===== src/rtl/ccd_exposure_ctrl_pkg.sv =====
// Shared definitions for the CCD exposure controller: readout mode codes,
// status phase encoding and the controller state type.
package ccd_exposure_ctrl_pkg;

  localparam logic [1:0] ccd_mode_clean       = 2'd0;
  localparam logic [1:0] ccd_mode_readout_1x1 = 2'd1;
  localparam logic [1:0] ccd_mode_readout_2x2 = 2'd2;

  localparam logic [2:0] ccd_phase_idle    = 3'd0;
  localparam logic [2:0] ccd_phase_cln_tog = 3'd1;
  localparam logic [2:0] ccd_phase_cln_run = 3'd2;
  localparam logic [2:0] ccd_phase_expose  = 3'd3;
  localparam logic [2:0] ccd_phase_rd_tog  = 3'd4;
  localparam logic [2:0] ccd_phase_rd_run  = 3'd5;
  localparam logic [2:0] ccd_phase_finish  = 3'd6;

  // State codes double as the phase readback value.
  typedef enum logic [2:0] {
    IDLE    = ccd_phase_idle,
    CLN_TOG = ccd_phase_cln_tog,
    CLN_RUN = ccd_phase_cln_run,
    EXPOSE  = ccd_phase_expose,
    RD_TOG  = ccd_phase_rd_tog,
    RD_RUN  = ccd_phase_rd_run,
    FINISH  = ccd_phase_finish
  } state_t;

  function automatic logic mode_valid(input logic [1:0] m);
    return (m == ccd_mode_readout_1x1) ||
           (m == ccd_mode_readout_2x2);
  endfunction

endpackage


===== src/rtl/ccd_exposure_timer.sv =====
// Exposure timer: TICK_DIV-cycle prescaler feeding an EXP_W-bit tick counter.
// expired is high on the last counted cycle of target*TICK_DIV.
module ccd_exposure_timer
  import ccd_exposure_ctrl_pkg::*;
#(
  parameter int TICK_DIV = 50000,
  parameter int EXP_W    = 24
) (
  input  logic             clk,
  input  logic             rst,
  input  logic             load,
  input  logic             count,
  input  logic [EXP_W-1:0] target,
  output logic             expired
);

  localparam int PW = (TICK_DIV > 1) ? $clog2(TICK_DIV) : 1;
  localparam logic [PW-1:0] PRE_MAX = PW'(TICK_DIV - 1);

  logic [PW-1:0]    pre_q;
  logic [EXP_W-1:0] tick_q;
  logic [EXP_W-1:0] last_tick;
  logic             wrap;

  assign wrap      = (pre_q == PRE_MAX);
  assign last_tick = target - EXP_W'(1);
  assign expired   = count && wrap && (tick_q == last_tick);

  always_ff @(posedge clk or posedge rst) begin
    if (rst) begin
      pre_q  <= '0;
      tick_q <= '0;
    end else if (load) begin
      pre_q  <= '0;
      tick_q <= '0;
    end else if (count) begin
      if (wrap) begin
        pre_q <= '0;
        // Saturate so a full-scale target never wraps back to zero.
        if (tick_q != '1)
          tick_q <= tick_q + EXP_W'(1);
      end else begin
        pre_q <= pre_q + PW'(1);
      end
    end
  end

endmodule


===== src/rtl/ccd_exposure_ctrl.sv =====
// Frame sequencer for ccd_readout: clean passes, timed shutter-open exposure,
// then one readout pass, with abort, busy watchdog and status outputs.
module ccd_exposure_ctrl
  import ccd_exposure_ctrl_pkg::*;
#(
  parameter int TICK_DIV     = 50000,
  parameter int EXP_W        = 24,
  parameter int CLEAN_W      = 4,
  parameter int BUSY_TIMEOUT = 64
) (
  input  logic               clk,
  input  logic               rst,
  input  logic               start,
  input  logic               abort,
  input  logic [EXP_W-1:0]   cfg_exp,
  input  logic [CLEAN_W-1:0] cfg_clean_n,
  input  logic [1:0]         cfg_mode,
  output logic [1:0]         ccd_mode,
  output logic               ccd_toggle,
  input  logic               ccd_busy,
  output logic               shutter,
  output logic               busy,
  output logic               done,
  output logic               aborted,
  output logic               error,
  output logic [2:0]         phase
);

  localparam int WD_W = $clog2(BUSY_TIMEOUT + 1);
  localparam logic [WD_W-1:0] WD_LAST = WD_W'(BUSY_TIMEOUT - 1);

  state_t             state_q, state_d;
  logic [CLEAN_W-1:0] clean_q, clean_d;
  logic [EXP_W-1:0]   exp_q, exp_d;
  logic [1:0]         rmode_q, rmode_d;
  logic               pend_q, pend_d;
  logic [WD_W-1:0]    wd_q, wd_d;
  logic [1:0]         mode_q, mode_d;
  logic               tog_q, tog_d;
  logic               shut_q, shut_d;
  logic               done_q, done_d;
  logic               abt_q, abt_d;
  logic               err_q, err_d;
  logic               busy_q;

  logic go_clean, go_expose, go_read;
  logic tmr_load, tmr_count, tmr_expired;

  ccd_exposure_timer #(
    .TICK_DIV (TICK_DIV),
    .EXP_W    (EXP_W)
  ) u_timer (
    .clk     (clk),
    .rst     (rst),
    .load    (tmr_load),
    .count   (tmr_count),
    .target  (exp_q),
    .expired (tmr_expired)
  );

  always_comb begin
    state_d   = state_q;
    clean_d   = clean_q;
    exp_d     = exp_q;
    rmode_d   = rmode_q;
    pend_d    = pend_q;
    wd_d      = wd_q;
    mode_d    = mode_q;
    tog_d     = tog_q;
    shut_d    = shut_q;
    err_d     = err_q;
    done_d    = 1'b0;
    abt_d     = 1'b0;
    go_clean  = 1'b0;
    go_expose = 1'b0;
    go_read   = 1'b0;
    tmr_load  = 1'b0;
    tmr_count = 1'b0;

    unique case (state_q)
      IDLE: begin
        if (start) begin
          clean_d = cfg_clean_n;
          exp_d   = cfg_exp;
          rmode_d = cfg_mode;
          pend_d  = 1'b0;
          if (!mode_valid(cfg_mode)) begin
            err_d = 1'b1;
          end else begin
            err_d = 1'b0;
            if (cfg_clean_n != '0)  go_clean  = 1'b1;
            else if (cfg_exp != '0) go_expose = 1'b1;
            else                    go_read   = 1'b1;
          end
        end
      end

      CLN_TOG, RD_TOG: begin
        if (abort) pend_d = 1'b1;
        // Toggle is held only until busy is seen, so it is low again
        // long before ccd_readout drops busy and rearms.
        if (ccd_busy) begin
          tog_d   = 1'b0;
          state_d = (state_q == CLN_TOG) ? CLN_RUN : RD_RUN;
        end else if (wd_q == WD_LAST) begin
          tog_d   = 1'b0;
          err_d   = 1'b1;
          pend_d  = 1'b0;
          mode_d  = ccd_mode_clean;
          state_d = IDLE;
        end else begin
          wd_d = wd_q + WD_W'(1);
        end
      end

      CLN_RUN: begin
        if (abort) pend_d = 1'b1;
        if (!ccd_busy) begin
          if (pend_d) begin
            abt_d   = 1'b1;
            pend_d  = 1'b0;
            mode_d  = ccd_mode_clean;
            state_d = IDLE;
          end else begin
            clean_d = clean_q - CLEAN_W'(1);
            if (clean_d != '0)    go_clean  = 1'b1;
            else if (exp_q != '0) go_expose = 1'b1;
            else                  go_read   = 1'b1;
          end
        end
      end

      EXPOSE: begin
        tmr_count = 1'b1;
        if (abort) begin
          shut_d  = 1'b0;
          abt_d   = 1'b1;
          state_d = IDLE;
        end else if (tmr_expired) begin
          shut_d  = 1'b0;
          go_read = 1'b1;
        end
      end

      RD_RUN: begin
        if (abort) pend_d = 1'b1;
        if (!ccd_busy) begin
          mode_d = ccd_mode_clean;
          if (pend_d) begin
            abt_d   = 1'b1;
            pend_d  = 1'b0;
            state_d = IDLE;
          end else begin
            done_d  = 1'b1;
            state_d = FINISH;
          end
        end
      end

      FINISH: state_d = IDLE;

      default: state_d = IDLE;
    endcase

    if (go_clean) begin
      state_d = CLN_TOG;
      mode_d  = ccd_mode_clean;
      tog_d   = 1'b1;
      wd_d    = '0;
    end
    if (go_expose) begin
      state_d  = EXPOSE;
      mode_d   = ccd_mode_clean;
      shut_d   = 1'b1;
      tmr_load = 1'b1;
    end
    if (go_read) begin
      state_d = RD_TOG;
      mode_d  = rmode_d;
      tog_d   = 1'b1;
      wd_d    = '0;
    end
  end

  always_ff @(posedge clk or posedge rst) begin
    if (rst) begin
      state_q <= IDLE;
      clean_q <= '0;
      exp_q   <= '0;
      rmode_q <= ccd_mode_clean;
      pend_q  <= 1'b0;
      wd_q    <= '0;
      mode_q  <= ccd_mode_clean;
      tog_q   <= 1'b0;
      shut_q  <= 1'b0;
      done_q  <= 1'b0;
      abt_q   <= 1'b0;
      err_q   <= 1'b0;
      busy_q  <= 1'b0;
    end else begin
      state_q <= state_d;
      clean_q <= clean_d;
      exp_q   <= exp_d;
      rmode_q <= rmode_d;
      pend_q  <= pend_d;
      wd_q    <= wd_d;
      mode_q  <= mode_d;
      tog_q   <= tog_d;
      shut_q  <= shut_d;
      done_q  <= done_d;
      abt_q   <= abt_d;
      err_q   <= err_d;
      busy_q  <= (state_d != IDLE);
    end
  end

  assign ccd_mode   = mode_q;
  assign ccd_toggle = tog_q;
  assign shutter    = shut_q;
  assign busy       = busy_q;
  assign done       = done_q;
  assign aborted    = abt_q;
  assign error      = err_q;
  assign phase      = state_q;

endmodule

===== config.mk =====
export PLATFORM = sky130hd
export DESIGN_NAME = ccd_exposure_ctrl
export DESIGN_NICKNAME = d
export VERILOG_FILES = /design/src/rtl/ccd_exposure_ctrl_pkg.sv /design/src/rtl/ccd_exposure_timer.sv /design/src/rtl/ccd_exposure_ctrl.sv
export SDC_FILE = /design/constraint.sdc
export NUM_CORES = 1
export LEC_CHECK = 0
export BUFFER_PORTS_ARGS = -buffer_cell sky130_fd_sc_hd__buf_2
export CAP_MARGIN = 40
export CELL_PAD_IN_SITES_DETAIL_PLACEMENT = 2
export CELL_PAD_IN_SITES_GLOBAL_PLACEMENT = 2
export CORE_MARGIN = 8
export CORE_UTILIZATION = 35
export CTS_CLUSTER_SIZE = 30
export DETAILED_ROUTE_END_ITERATION = 7
export GPL_ROUTABILITY_DRIVEN = 0
export PLACE_DENSITY_LB_ADDON = 0.1
export SYNTH_ARGS = -nofsm -noshare
export SYNTH_HDL_FRONTEND = slang
export SYNTH_SLANG_ARGS = --single-unit

===== constraint.sdc =====
create_clock -name clk -period 3.7 [get_ports clk]
set_input_delay 0.185 -clock clk [delete_from_list [all_inputs] [get_ports clk]]
set_output_delay 0.185 -clock clk [all_outputs]
set_load 0.02 [all_outputs]

Yosys cells after proc, flatten, opt, wreduce, memory -nomap -nowiden. Index checks and enable logic that the tools add are counted.

Bits in registers: 89. Bits of input ports: 35. Output and inout port bits: 11. Logic and storage cells: 173.

$add $sub $neg: 5. Equal/unequal tests: 23. Multiplexer cells: 100. Reductions and logical operators: 30.

Operators with widths (count): $mux 24 (4); $mux 1 (55); $mux 16 (3); $reduce_bool 24->1 (2); $mux 7 (5); $mux 3 (11); $ne 5x5->1 const B (5); $add 24x1->24 const B (1); $eq 24x24->1 (1); $ne 24x24->1 const B (1); $sub 24x1->24 const B (1); $mux 2 (10); $add 16x1->16 const B (1); $eq 16x16->1 const B (1); $reduce_bool 4->1 (4); $pmux 3 s5 (1); $mux 4 (3); $reduce_bool 2->1 (6); $ne 2x2->1 const B (5); $reduce_bool 3->1 (3); $pmux 4 s2 (1); $reduce_and 2->1 (4); $reduce_and 4->1 (2); $add 7x1->7 const B (1); 20 further kinds (27).

Depth between registers and ports, before layout.
Depth after elaboration: 10. Gate-level depth with buffers: 11. Mapped depth without buffers: 9.

Cells and area by module. From an unflattened synthesis, not the netlist that was laid out.

Cells, all modules: 588. Area total of the unflattened synthesis: 5511.5 µm².

By module, submodules not included: ccd_exposure_timer (instances 1, cells each 354, area an instance 2972.9 µm², sequential area each 1001.0 µm²); ccd_exposure_ctrl (instances 1, cells each 234, area an instance 2538.7 µm², sequential area each 1226.2 µm²).

Worst setup path after synthesis. OpenSTA, ideal clock, no wires.

Path kind: flip-flop to flip-flop. Start point: register exp_q[0]. End point: register wd_q[2]. Library setup time: 0.120 ns. Arrival: 2.928 ns. Data required time: 3.580 ns. Slack: 0.653 ns. Cell stages (with the launch flop): 10. Buffers on the path: 1. Period minus slack after synthesis: 3.047 ns. Cells stage by stage: dfrtp_1 > inv_1 > ha_1 > or4b_1 > buf_2 > or4_4 > or3_4 > a2111oi_4 > a41oi_4 > and3_1.

Longest elaborated chain between the ends: 8. Elaborated cells between the ends (all ways): 16. Classes of those cells: 1 x add/sub; 3 x eq/ne; 8 x mux; 4 x reduce/logical.

Ends and longest elaborated chain: start: declaration (RTL line ccd_exposure_ctrl.sv:34) `logic [EXP_W-1:0] exp_q, exp_d;`; start signal: assignment (RTL line ccd_exposure_ctrl.sv:203) `exp_q <= exp_d;`; $sub 24x1->24 / $reduce_bool 24->1 (equally long branches) (RTL line ccd_exposure_timer.sv:26, ccd_exposure_ctrl.sv:127); $eq 24x24->1 / $mux 1 (equally long branches) (RTL line ccd_exposure_timer.sv:27, ccd_exposure_ctrl.sv:127); $logic_and 1x1->1 / $mux 1 (equally long branches) (RTL line ccd_exposure_timer.sv:27, ccd_exposure_ctrl.sv:126); $mux 1 (on tied branches) (RTL line ccd_exposure_ctrl.sv:139, ccd_exposure_ctrl.sv:119); $mux 1 (on tied branches) (RTL line ccd_exposure_ctrl.sv:135, ccd_exposure_ctrl.sv:118); $pmux 1 s3 (*) (RTL line ccd_exposure_ctrl.sv:80) `unique case (state_q)`; $ne 3x3->1 (no source line), or another cell as far along; $reduce_and 3->1 (no source line); end signal: assignment (RTL line ccd_exposure_ctrl.sv:206) `wd_q <= wd_d;`; end: declaration (RTL line ccd_exposure_ctrl.sv:37) `logic [WD_W-1:0] wd_q, wd_d;`.

Mark *: on every way between the ends. The rest lies on a longest branch, timed or not. A chain may end at the register's enable or synchronous reset.

Worst setup path in the final report.
Start point: register exp_q[0]. End point: register wd_q[3].

The elaborated chain is that of the path after synthesis.

==> results.yml <==
setup_path:
  critical_path_peak_fanout: 9
  crit_start: "exp_q[0]"
  path_class: "flop to flop"
  slowest_stage: "sky130_fd_sc_hd__or4b_1"
  worstSetupStartpointType: "flop"
  reg2reg_from: "exp_q[0]"
  r2r_slack_ns: 0.27
  critical-path-max-stage-delay_ns: 0.63
  setup.worst_path.end_class: "flop"
  cp_data_required_time_ns: 3.93
  timing.critical_path.cells: "inv_1 -> ha_1 -> or4b_1 -> or4_4 -> or3_4 -> a2111oi_4 -> a41oi_4 -> and3_1"
  worst_r2r_path_depth: 8
  destination_of_the_critical_timing_path: "wd_q[3]"
  regToRegEndpoint: "wd_q[3]"
  endpoint_arrival_time_on_the_critical_path_ns: 3.67
floorplanning:
  rows: 46
  initial_cell_density_of_the_core_pct: 35.8
  die_width_um: 143
  core_area_um2: 15800
  io_pins: 46
  die_h_um: 143
  die_area_um2: 20500
cts:
  post-cts-setup-buffer-count: 0
  clock_sinks: 89
  tritoncts_clock_tree: "yes"
  clock_latency_ns: 0.34
  cts_max_level: 3
  worst_setup_hold_path_clk_slew_ns: 0.07
  numCtsBuffers: 9
  max-clock-path-buffers: 2
  cts_root_buf: "sky130_fd_sc_hd__clkbuf_16"
detailed_routing:
  drcViolationCount: 0
  wirelength_per_cell_um: 20.7
  drt_iter0_drc: 253
  vias: 5206
  antenna_violation_net_count_after_detailed_routing: 0
  routed_via_density: 5.85
  drtPass1Iterations: 4
  drt_wl_total_mm: 18.4
finish:
  post_route_cells_drive_above_1_share_pct: 16.9
  final_core_utilization_pct: 40.8
  syn2layout_area_growth_pct: 14.0
  antennaDiodeCount: 0
  nets: 711
timing:
  tcrit_tclk_final_pct: 92.8
  grt_setup_unrepaired: "false"
  pin_slew_with_the_least_headroom_to_its_limit_ns: 0.738
  max_freq_ghz: 0.291
  final.setup.tns_ns: 0
  fin_worst_skew_ns: 0.00711
  setup-violations-final: 0
  max_slew_margin_pct: 50.3
  finalMaxSlewViolations: 0
  final_period_minus_worst_setup_slack_ns: 3.43
  timing_hold_violations_final: 0
min_path:
  holdCritPathClass: "input pin to flop"
synthesis:
  yosysUniqueCellTypes: 70
  ys_async_sr_fraction_pct: 100
  yosys_warnings: 0
  synth.net_count: 670
  syn-instance-count: 628
  synth_enable_flop_cells: 0
  synth.avg_cell_area_um2: 9.02
  postSynth.topFlopCell: "sky130_fd_sc_hd__dfrtp_1"
  ys_seq_area_share_pct: 39.3
  syn_area_um2: 5670
  synth_seq_cells: 89
global_route:
  grt_overflow_total: 0
  grt_max_degree: 43
  grt_first_pass_wirelength_mm: 30.4
  grt_pass1_vias: 5762
  number_of_antenna_violations_at_the_first_check_in_global_routing: 0
  grt.total_usage_pct: 18.7
placement:
  post-dp-hpwl_mm: 13.9
  port_buffers: 45
power_and_ir_drop:
  power.density_cell_area_nw_per_um2: 650
  p_leak_nw: 2.57
  power.ir.vdd_worst_uv: 286
run:
  max_cap_viol_count: 0
outcome:
  result_of_the_run: "finished clean"
[Yosys cell counts (all sizes together), types with 19 or more instances]
cell type	n	area share [%]
o31ai	23	3.1
nand3	27	2.4
nor4	19	2.2
nor2	37	2.5
clkbuf	24	1.6
dfrtp	89	39
nand4	20	2.2
o21ai	31	2.7
mux2	20	4.0
nand2	44	2.9
inv	19	1.3
a21oi	57	5.0
or4	26	3.5
[where the power goes]
group          switching [mW]  internal, mW
combinational           0.970         0.712
clock                   0.398         0.493
sequential              0.383          1.24
total                    1.75          2.45
[stage by stage]
stage | hold slack (ns) | worst slack [ns] | power [mW] | cell area (µm²) | instances
global placement | 0.176 | 0.444 | 3.24 | 6170 | 873
finish | 0.0861 | 0.266 | 4.20 | 6460 | 890
global route | 0.0868 | 0.0942 | 4.49 | 6460 | 890
floorplan | 0.302 | 0.653 | 2.78 | 5670 | 628
detailed placement | 0.195 | 0.242 | 3.34 | 6170 | 873
CTS | 0.0717 | 0.249 | 4.26 | 6460 | 890
[kinds of logic after synthesis]
kind of cell / count (synthesis) / synth area share (%)
buf+inv: 51 / 3.64
flops: 89 / 39.3
compound gates: 154 / 17.9
simple gates: 264 / 26.6
mux: 26 / 5.04
fa+ha+maj: 7 / 1.55
xor+xnor: 37 / 5.96
[timing repair]
item / CTS / global route
hold buffers: 1 / 0
gates resized for setup: 0 / 0
hold endpoints to repair: 20 / 0
[placed cells by master (no fill, tap or decap), types with 15 or more instances in the layout]
cell                      count
sky130_fd_sc_hd__o31ai_1     22
sky130_fd_sc_hd__or3_1       16
sky130_fd_sc_hd__a21oi_1     57
sky130_fd_sc_hd__dfrtp_1     89
sky130_fd_sc_hd__xor2_1      18
sky130_fd_sc_hd__buf_2       45
sky130_fd_sc_hd__nor3_1      15
sky130_fd_sc_hd__nor2_1      36
sky130_fd_sc_hd__buf_4       15
sky130_fd_sc_hd__inv_1       18
sky130_fd_sc_hd__nand2_1     44
sky130_fd_sc_hd__mux2_2      20
sky130_fd_sc_hd__nand4_1     20
sky130_fd_sc_hd__or4_1       25
sky130_fd_sc_hd__and3_1      16
sky130_fd_sc_hd__o21ai_0     31
sky130_fd_sc_hd__nor4_1      18
sky130_fd_sc_hd__xnor2_1     18
sky130_fd_sc_hd__nand3_1     27
[worst max-delay path: cells and delay by family (launching register included)]
kind | cells | cell delay (ns)
buffers and inverters | 1 | 0.14
adders and majority gates | 1 | 0.32
AOI/OAI and AO/OA | 2 | 0.68
DFF | 1 | 0.44
and+or+nand+nor | 4 | 1.73
[final cells by class]
class                   instances  area [µm²]
well taps                     216         270
clock inverters                 2        12.5
inverters                      19        72.6
multi-input cells             488        3250
clock buffers                  14         264
fillers                      1765        9370
flip-flops and latches         89        2230
repair buffers                 62         368
[routing by layer]
| layer | up-vias | GRT usage [%] | part of all wire [%] |
|---|---|---|---|
| li1 | 2452 | - | - |
| met1 | 2658 | 22.0 | 43 |
| met2 | 69 | 33.3 | 51 |
| met3 | 27 | 2.74 | 3.2 |
| met4 | 0 | 7.80 | 2.6 |
| met5 | - | 0 | 0 |
[worst min-delay path by stage]
stage	from	endpoint	slack [ns]	cells after the start
after floorplan	cfg_exp[0]	exp_q[0]	0.30	2
after global placement	rst	u_timer.pre_q[5]	0.18	2
after detailed placement	rst	u_timer.pre_q[6]	0.19	2
after CTS	cfg_exp[5]	exp_q[5]	0.07	3
after global routing	cfg_exp[21]	exp_q[21]	0.09	2
final	cfg_exp[5]	exp_q[5]	0.09	3
[registers in the layout, summed over array words and instances (netlist names)]
name	count
wd_q	7
busy	1
u_timer.tick_q	24
ccd_toggle	1
u_timer.pre_q	16
rmode_q	2
pend_q	1
clean_q	4
ccd_mode	2
phase	3
done	1
error	1
exp_q	24
shutter	1
aborted	1
Power figures use the tool's default switching activity.
